==> src/rtl/fuzzy_eval_sequencer.sv <==
// Sequencer that drives a fuzzy controller core over MMIO: it writes mode, T and dT,
// starts the core, polls STATUS, then reads back G and hands it downstream.
module fuzzy_eval_sequencer #(
   parameter int POLL_MAX = 20,
   parameter int LAT_W    = 5
) (
   input  logic             clk,
   input  logic             rst,
   input  logic             s_valid,
   output logic             s_ready,
   input  logic [7:0]       s_data,
   input  logic             init_req,
   input  logic             cfg_reg_mode,
   input  logic             cfg_dt_mode,
   output logic             cs,
   output logic             rd,
   output logic             wr,
   output logic [7:0]       addr,
   output logic [7:0]       wdata,
   input  logic [7:0]       rdata,
   output logic             g_valid,
   input  logic             g_ready,
   output logic [7:0]       g_data,
   output logic [LAT_W-1:0] g_lat,
   output logic             err_timeout,
   output logic             busy
);

   localparam int PC_W = $clog2(POLL_MAX + 1);

   localparam logic [7:0] A_STATUS = 8'h00;
   localparam logic [7:0] A_CTRL   = 8'h01;
   localparam logic [7:0] A_T      = 8'h02;
   localparam logic [7:0] A_DT     = 8'h03;
   localparam logic [7:0] A_G      = 8'h04;

   typedef enum logic [3:0] {
      S_IDLE,
      S_INIT,
      S_SET_MODE,
      S_WR_T,
      S_WR_DT,
      S_START,
      S_POLL,
      S_RD_G,
      S_OUT
   } state_t;

   state_t state_q, state_d;

   logic [7:0]       t_q;
   logic [7:0]       dt_q;
   logic             reg_q;
   logic             dtm_q;
   logic [7:0]       t_prev_q;
   logic             hist_q;
   logic [PC_W-1:0]  poll_cnt_q;
   logic [7:0]       g_data_q;
   logic [LAT_W-1:0] g_lat_q;
   logic             err_q;
   logic [7:0]       addr_q;
   logic [7:0]       wdata_q;

   logic             acc_cs;
   logic             acc_rd;
   logic             acc_wr;
   logic [7:0]       acc_addr;
   logic [7:0]       acc_wdata;

   logic             idle;
   logic             handshake;
   logic             poll_last;
   logic signed [8:0] diff;
   logic [7:0]       dt_sat;

   assign idle      = (state_q == S_IDLE);
   assign s_ready   = idle & ~init_req & ~rst;
   assign handshake = s_valid & s_ready;
   assign poll_last = (poll_cnt_q == PC_W'(POLL_MAX));

   // 9-bit signed difference, clamped back into the 8-bit range
   assign diff = $signed({s_data[7], s_data}) - $signed({t_prev_q[7], t_prev_q});

   always_comb begin
      dt_sat = diff[7:0];
      if (diff[8] != diff[7]) begin
         dt_sat = diff[8] ? 8'h80 : 8'h7F;
      end
   end

   always_comb begin
      state_d   = state_q;
      acc_cs    = 1'b0;
      acc_rd    = 1'b0;
      acc_wr    = 1'b0;
      acc_addr  = addr_q;
      acc_wdata = wdata_q;
      unique case (state_q)
         S_IDLE: begin
            if (init_req) begin
               state_d = S_INIT;
            end else if (s_valid) begin
               state_d = S_SET_MODE;
            end
         end
         S_INIT: begin
            acc_cs    = 1'b1;
            acc_wr    = 1'b1;
            acc_addr  = A_CTRL;
            acc_wdata = 8'h08;
            state_d   = S_IDLE;
         end
         S_SET_MODE: begin
            acc_cs    = 1'b1;
            acc_wr    = 1'b1;
            acc_addr  = A_CTRL;
            acc_wdata = {5'b0, dtm_q, reg_q, 1'b0};
            state_d   = S_WR_T;
         end
         S_WR_T: begin
            acc_cs    = 1'b1;
            acc_wr    = 1'b1;
            acc_addr  = A_T;
            acc_wdata = t_q;
            state_d   = dtm_q ? S_START : S_WR_DT;
         end
         S_WR_DT: begin
            acc_cs    = 1'b1;
            acc_wr    = 1'b1;
            acc_addr  = A_DT;
            acc_wdata = dt_q;
            state_d   = S_START;
         end
         S_START: begin
            acc_cs    = 1'b1;
            acc_wr    = 1'b1;
            acc_addr  = A_CTRL;
            acc_wdata = {5'b0, dtm_q, reg_q, 1'b1};
            state_d   = S_POLL;
         end
         S_POLL: begin
            acc_cs   = 1'b1;
            acc_rd   = 1'b1;
            acc_addr = A_STATUS;
            if (rdata[0]) begin
               state_d = S_RD_G;
            end else if (poll_last) begin
               state_d = S_IDLE;
            end
         end
         S_RD_G: begin
            acc_cs   = 1'b1;
            acc_rd   = 1'b1;
            acc_addr = A_G;
            state_d  = S_OUT;
         end
         S_OUT: begin
            if (g_ready) begin
               state_d = S_IDLE;
            end
         end
         default: begin
            state_d = S_IDLE;
         end
      endcase
   end

   always_ff @(posedge clk or posedge rst) begin
      if (rst) begin
         state_q <= S_IDLE;
      end else begin
         state_q <= state_d;
      end
   end

   always_ff @(posedge clk or posedge rst) begin
      if (rst) begin
         t_q        <= '0;
         dt_q       <= '0;
         reg_q      <= 1'b0;
         dtm_q      <= 1'b0;
         t_prev_q   <= '0;
         hist_q     <= 1'b0;
         poll_cnt_q <= '0;
         g_data_q   <= '0;
         g_lat_q    <= '0;
         err_q      <= 1'b0;
         addr_q     <= '0;
         wdata_q    <= '0;
      end else begin
         err_q <= (state_q == S_POLL) & ~rdata[0] & poll_last;
         if (acc_cs) begin
            addr_q <= acc_addr;
         end
         if (acc_wr) begin
            wdata_q <= acc_wdata;
         end
         if (handshake) begin
            t_q      <= s_data;
            reg_q    <= cfg_reg_mode;
            dtm_q    <= cfg_dt_mode;
            dt_q     <= hist_q ? dt_sat : 8'h00;
            t_prev_q <= s_data;
            hist_q   <= 1'b1;
         end
         if (state_q == S_INIT) begin
            hist_q <= 1'b0;
         end
         if (state_q == S_START) begin
            poll_cnt_q <= PC_W'(1);
         end
         if (state_q == S_POLL) begin
            if (rdata[0]) begin
               g_lat_q <= LAT_W'(poll_cnt_q);
            end else if (!poll_last) begin
               poll_cnt_q <= poll_cnt_q + PC_W'(1);
            end
         end
         if (state_q == S_RD_G) begin
            g_data_q <= rdata;
         end
      end
   end

   assign cs          = acc_cs;
   assign rd          = acc_rd;
   assign wr          = acc_wr;
   assign addr        = acc_cs ? acc_addr : addr_q;
   assign wdata       = acc_wr ? acc_wdata : wdata_q;
   assign g_valid     = (state_q == S_OUT);
   assign g_data      = g_data_q;
   assign g_lat       = g_lat_q;
   assign err_timeout = err_q;
   assign busy        = ~idle;

endmodule

==> config.mk <==
export PLATFORM = sky130hd
export DESIGN_NAME = fuzzy_eval_sequencer
export DESIGN_NICKNAME = d
export VERILOG_FILES = /design/src/rtl/fuzzy_eval_sequencer.sv
export SDC_FILE = /design/constraint.sdc
export NUM_CORES = 1
export LEC_CHECK = 0
export ABC_AREA = 1
export CORE_ASPECT_RATIO = 0.9
export CORE_MARGIN = 2
export CORE_UTILIZATION = 45
export CTS_CLUSTER_DIAMETER = 50
export DETAILED_ROUTE_END_ITERATION = 10
export HOLD_SLACK_MARGIN = 0.1
export MAX_ROUTING_LAYER = met4
export PLACE_DENSITY = 0.82
export SYNTH_ARGS = -nofsm -noshare
export SYNTH_HDL_FRONTEND = slang
export SYNTH_SLANG_ARGS = --single-unit
export TNS_END_PERCENT = 10
==> constraint.sdc <==
create_clock -name clk -period 1.9 [get_ports clk]
set_input_delay 0.285 -clock clk [delete_from_list [all_inputs] [get_ports clk]]
set_output_delay 0.285 -clock clk [all_outputs]
set_load 0.01 [all_outputs]
==> Word level (Yosys, flattened, before mapping) <==
Cells that the tools add are included.
{ "totals": {"inputBits": 23, "elab_cells": 67, "regBits": 58} }
{ "classes": {"eq_ne": 13, "n_bitwise": 9, "reduce_logical": 8, "n_mux": 23, "addsub": 2} }
{ "op_table": {"columns": ["operator", "count"], "rows": [
  ["$pmux 8 s5", 2],
  ["$mux 8", 5],
  ["$pmux 4 s8", 1],
  ["$mux 4", 5],
  ["$mux 5", 4],
  ["$eq 4x3->1 const B", 4],
  ["$sub 8x8->9", 1],
  ["$eq 4x2->1 const B", 2],
  ["$reduce_or 7->1", 1],
  ["$mux 1", 6],
  ["$ne 3x3->1 const B", 2],
  ["$add 5x1->5 const B", 1],
  ["$and 1x1->1", 5],
  ["$eq 5x5->1 const B", 1],
  ["$reduce_or 5->1", 1],
  ["$eq 4x1->1 const B", 1],
  ["$eq 4x4->1 const B", 1],
  ["$logic_not 4->1", 1],
  ["$not 1->1", 4],
  ["$reduce_and 3->1", 1],
  ["$reduce_or 3->1", 1],
  ["$ne 2x1->1 const B", 1],
  ["$reduce_and 2->1", 1],
  ["$reduce_bool 2->1", 1],
  ["other kinds (2)", 2]
]} }

==> Depth between registers and ports, before layout <==
{ "depth": {"word_depth": 6, "depth_mapped": 14, "mapped_depth_nobuf": 14} }

==> Least setup slack after synthesis <==
OpenSTA, ideal clock, no wires.
{ "synth_timing": {"kind": "input to register", "start": "input port s_data[0]", "end": "register dt_q[0]", "t_arrival_ps": 1736, "slack_ps": 47, "n_path_buf": 0, "cell_stages": 14, "setup_time_ps": 116, "required_ps": 1784, "cell_sequence": "inv_1 ha_1 inv_1 fa_1 nand2_1 nand2_1 nand3_1 nand2_1 nand2_1 nand2_1 nand2_1 nand3_1 nand2_1 nand2_1"} }
{ "synth_via": {"elab_chain_len": 4, "word_cells_on_any_way": 5, "cone_classes": "add/sub (1); eq/ne (1); mux (3)"} }
{ "synth_rtl": {"columns": ["element", "line_no", "source"], "rows": [
  ["start, declared", "11", "input logic [7:0] s_data,"],
  ["$sub 8x8->9 *", "82", "assign diff = $signed({s_data[7], s_data}) - $signed({t_prev_q[7], t_prev_q});"],
  ["$mux 8 / $ne 1x1->1 (equally long branches)", "87, 86", null],
  ["$mux 8 *", "86", "if (diff[8] != diff[7]) begin"],
  ["$mux 8 *", "202", "dt_q <= hist_q ? dt_sat : 8'h00;"],
  ["end signal, assigned", "202", null],
  ["end, declared", "52", "logic [7:0] dt_q;"]
]} }
Mark *: on every way between the ends. The rest lies on a longest branch, timed or not.
A chain may end at the register's enable or synchronous reset.

==> Final worst setup path <==
{ "layout_timing": {"start": "register state_q[3]", "end": "output port wdata[2]"} }
{ "layout_via": {"elab_chain_len": 4, "word_cells_on_any_way": 9, "cone_classes": "eq/ne (5); mux (3); reduce/logical (1)"} }
{ "layout_rtl": {"columns": ["element", "line_no", "source"], "rows": [
  ["start, declared", "49", "state_t state_q, state_d;"],
  ["start signal, assigned", "172", "state_q <= state_d;"],
  ["$eq 4x1->1, or another cell as far along", "98", "unique case (state_q)"],
  ["$reduce_or 5->1 (no line)", null, null],
  ["$mux 1", "98", null],
  ["$mux 8 *", null, null],
  ["end, declared", "19", "output logic [7:0] wdata,"]
]} }
Marked as above.

==> flow_summary.json <==
{
  "async_reset_ff_frac": 1.00,
  "dp_hpwl_mm": 5.49,
  "gp_congestion": 0.871,
  "maxCapViolCount": 0,
  "violations": "setup timing",
  "fillers": 443,
  "arrival_ns": 1.85,
  "fmax_ghz": 0.468,
  "yosysTopAreaCellShare": 0.497,
  "max_stage_delay_ns": 0.40,
  "wl_per_cell_microns": 13.9,
  "layout.nets": 520,
  "fin_crit_ns": 2.13,
  "synth_ff_type": "dfrtp_1",
  "clockRootBuffer": "clkbuf_8",
  "synth.largest_area_cell": "dfrtp_1",
  "synth-warning-count": 0,
  "grt_pass1_wl_mm": 13.0,
  "path_clk_slew_ns": 0.07,
  "min_path_type": "flip-flop to flip-flop",
  "hp-start": "wdata_q[3]",
  "final_area_sq_um": 4460,
  "path_cells": "inv_2 -> nand2_4 -> inv_2 -> nand2_2 -> nand2_2 -> nor2_4 -> buf_6 -> a21oi_1 -> a31oi_2 -> buf_2",
  "insertion_delay_ns": 0.34,
  "p_leak_nw": 2.26,
  "dp.cells": 550,
  "synth_edf_count": 0,
  "die_h_microns": 80.4,
  "io_buffer_count": 58,
  "hold_violations": 0,
  "startpoint_type": "flip-flop",
  "critical_path_class": "flip-flop to output port",
  "drtAntennaViolNets": 0,
  "drive_gt1_frac": 0.358,
  "peakVddDrop_v": 0.000925,
  "clockBufferDepth": 2,
  "grtUsageTotal": 0.245,
  "worst_pin_slew_ns": 0.439,
  "ys_seq_area_frac": 0.497,
  "dr.pass1.iters": 4,
  "overflow": 0,
  "setup-tns-final_ns": -2.59,
  "rows": 27,
  "end_kind": "output port",
  "postSynthCellCount": 351,
  "cts_hold_buf": 0,
  "ff_latch_area_sq_um": 1450,
  "die_area_sq_um": 7150,
  "drc_errors": 0,
  "required_ns": 1.62,
  "cts_tree": "done",
  "slew_headroom": 0.705,
  "drv_slew": 0,
  "grt_max_degree": 32,
  "synth.area.top_cells": "dfrtp_1 50%, nand2_1 15%, inv_1 6.3%",
  "num_io_pins": 59,
  "place_ws_ns": -0.567,
  "cts_buffers": 9,
  "min_period_over_period": 1.12,
  "final-setup-viol-count": 21,
  "instances_no_fill": 578,
  "rsz0062_at_grt": "true",
  "cp_max_fo": 4,
  "worst_slack_ns": -0.235,
  "synth_area_per_cell_sq_um": 8.32,
  "ys_types": 36,
  "wirelength_mm": 8.05,
  "synth_seq_cells": 58,
  "finClkSkew_ns": 0.00637,
  "synth.net_count": 385,
  "netlist_area_sq_um": 2920,
  "vias": 2913,
  "core_sq_um": 6180,
  "htreeDepth": 3,
  "start_util": 0.473,
  "crit-reg2reg-launch": "state_q[3]",
  "syn_to_final_growth_pct": 52.8,
  "antenna_cells": 0,
  "power_density_nw_per_um2": 1760,
  "grt_pass1_vias": 2883,
  "antenna_found_initial": 0,
  "fin_util": 0.722,
  "drt_iter0_markers": 167,
  "cp-startpoint": "state_q[3]",
  "multi_input_area_sq_um": 1410,
  "placed_cell_area_sq_um": 4010,
  "viasPerCell": 5.04,
  "fp.dieW_microns": 88.9,
  "crit_slowest_cell": "dfrtp_1",
  "outcome": "finished, violations left",
  "clkSinkCount": 58
}
-- placed cells by master (no fill, tap or decap), drive strengths merged, types with 2 or more instances in the layout --
cell	instances
nand2	118
o31ai	2
nor2	27
mux2	7
nor3	2
dfrtp	58
a221oi	2
o211ai	3
ha	10
clkinv	2
o21ai	19
a21oi	10
clkdlybuf4s15	6
clkinvlp	3
clkbuf	11
buf	85
a31oi	2
or2	2
xnor2	2
nand3	20
clkdlybuf4s50	36
nand4	4
inv	51
-- flip-flops by register name, indices dropped and copies added (netlist names) --
register,cells
dtm_q,1
dt_q,8
t_prev_q,8
hist_q,1
addr_q,8
err_timeout,1
g_data,8
g_lat,5
wdata_q,8
reg_q,1
poll_cnt_q,5
state_q,4
-- cells in the mapped netlist (3+ instances only) --
cell / n
nand4_1: 4
dfrtp_1: 58
ha_1: 10
nor2_1: 24
nand2_1: 116
o21ai_1: 3
buf_6: 3
o21ai_0: 15
nor2_2: 3
o211ai_1: 3
nand3_1: 20
inv_1: 49
a21oi_1: 9
mux2_2: 7
-- area by class of cell --
cell class	instances	area share
repair buffers	129	0.245
flip-flops and latches	58	0.325
clock inverters	6	0.0149
clock buffers	10	0.0308
multi-input cells	237	0.315
inverters	51	0.0446
well taps	87	0.0244
-- power by group --
part	switching, mW	internal [mW]
combinational	2.40	2.29
clock	0.512	0.640
sequential	0.295	1.71
total	3.21	4.65
-- cell families (layout without fill, tap and decap cells) --
kind of cell	Yosys count	in the layout	share of synthesized area
buffers and inverters	56	196	0.0809
and+or+nand+nor	175	175	0.251
adders and majority gates	11	11	0.0497
xor gates and xnor gates	3	3	0.00900
muxes	7	7	0.0270
DFF	58	58	0.497
AOI/OAI and AO/OA	41	41	0.0861
-- metrics by stage --
stage                     power (mW)  hold WS (ns)
final                           7.85         0.464
after global routing            8.45         0.507
after CTS                       7.53         0.473
after detailed placement        5.99         0.461
after global placement          5.82         0.456
after floorplan                 3.95         0.402
-- timing repair --
item	in CTS	in global routing
gates resized for setup	122	25
pin swaps	11	7
cloned	0	0
buffers inserted	10	2
endpoints found under the setup margin	29	31
-- worst max-delay path: cells and delay by family, from the launching register on --
kind | cells | cell delay (ns)
simple gates | 4 | 0.34
flops | 1 | 0.40
buf+inv | 4 | 0.47
compound gates | 2 | 0.30
-- layer usage --
layer,part of all wire,GRT usage,wire [microns],vias up
li1,-,-,-,1393
met1,0.40,0.274,3230,1396
met2,0.52,0.425,4180,103
met3,0.059,0.0699,473,21
met4,0.020,0.0746,163,0
met5,0,-,0,-
-- path summary, 6_finish.rpt --
| path | depth (start not counted) | end | slack (ns) |
|---|---|---|---|
| worst max-delay path | 10 | wdata[2] | -0.23 |
| worst min-delay path | 2 | wdata_q[3] | 0.46 |
| worst max register to register | 15 | wdata_q[4] | -0.08 |
| worst min register to register | 2 | wdata_q[3] | 0.46 |
| max in group asynchronous | 4 | state_q[0] | 1.10 |
| min in group asynchronous | 4 | wdata_q[6] | 0.48 |
Note: power is estimated with default switching activity, not from simulation.
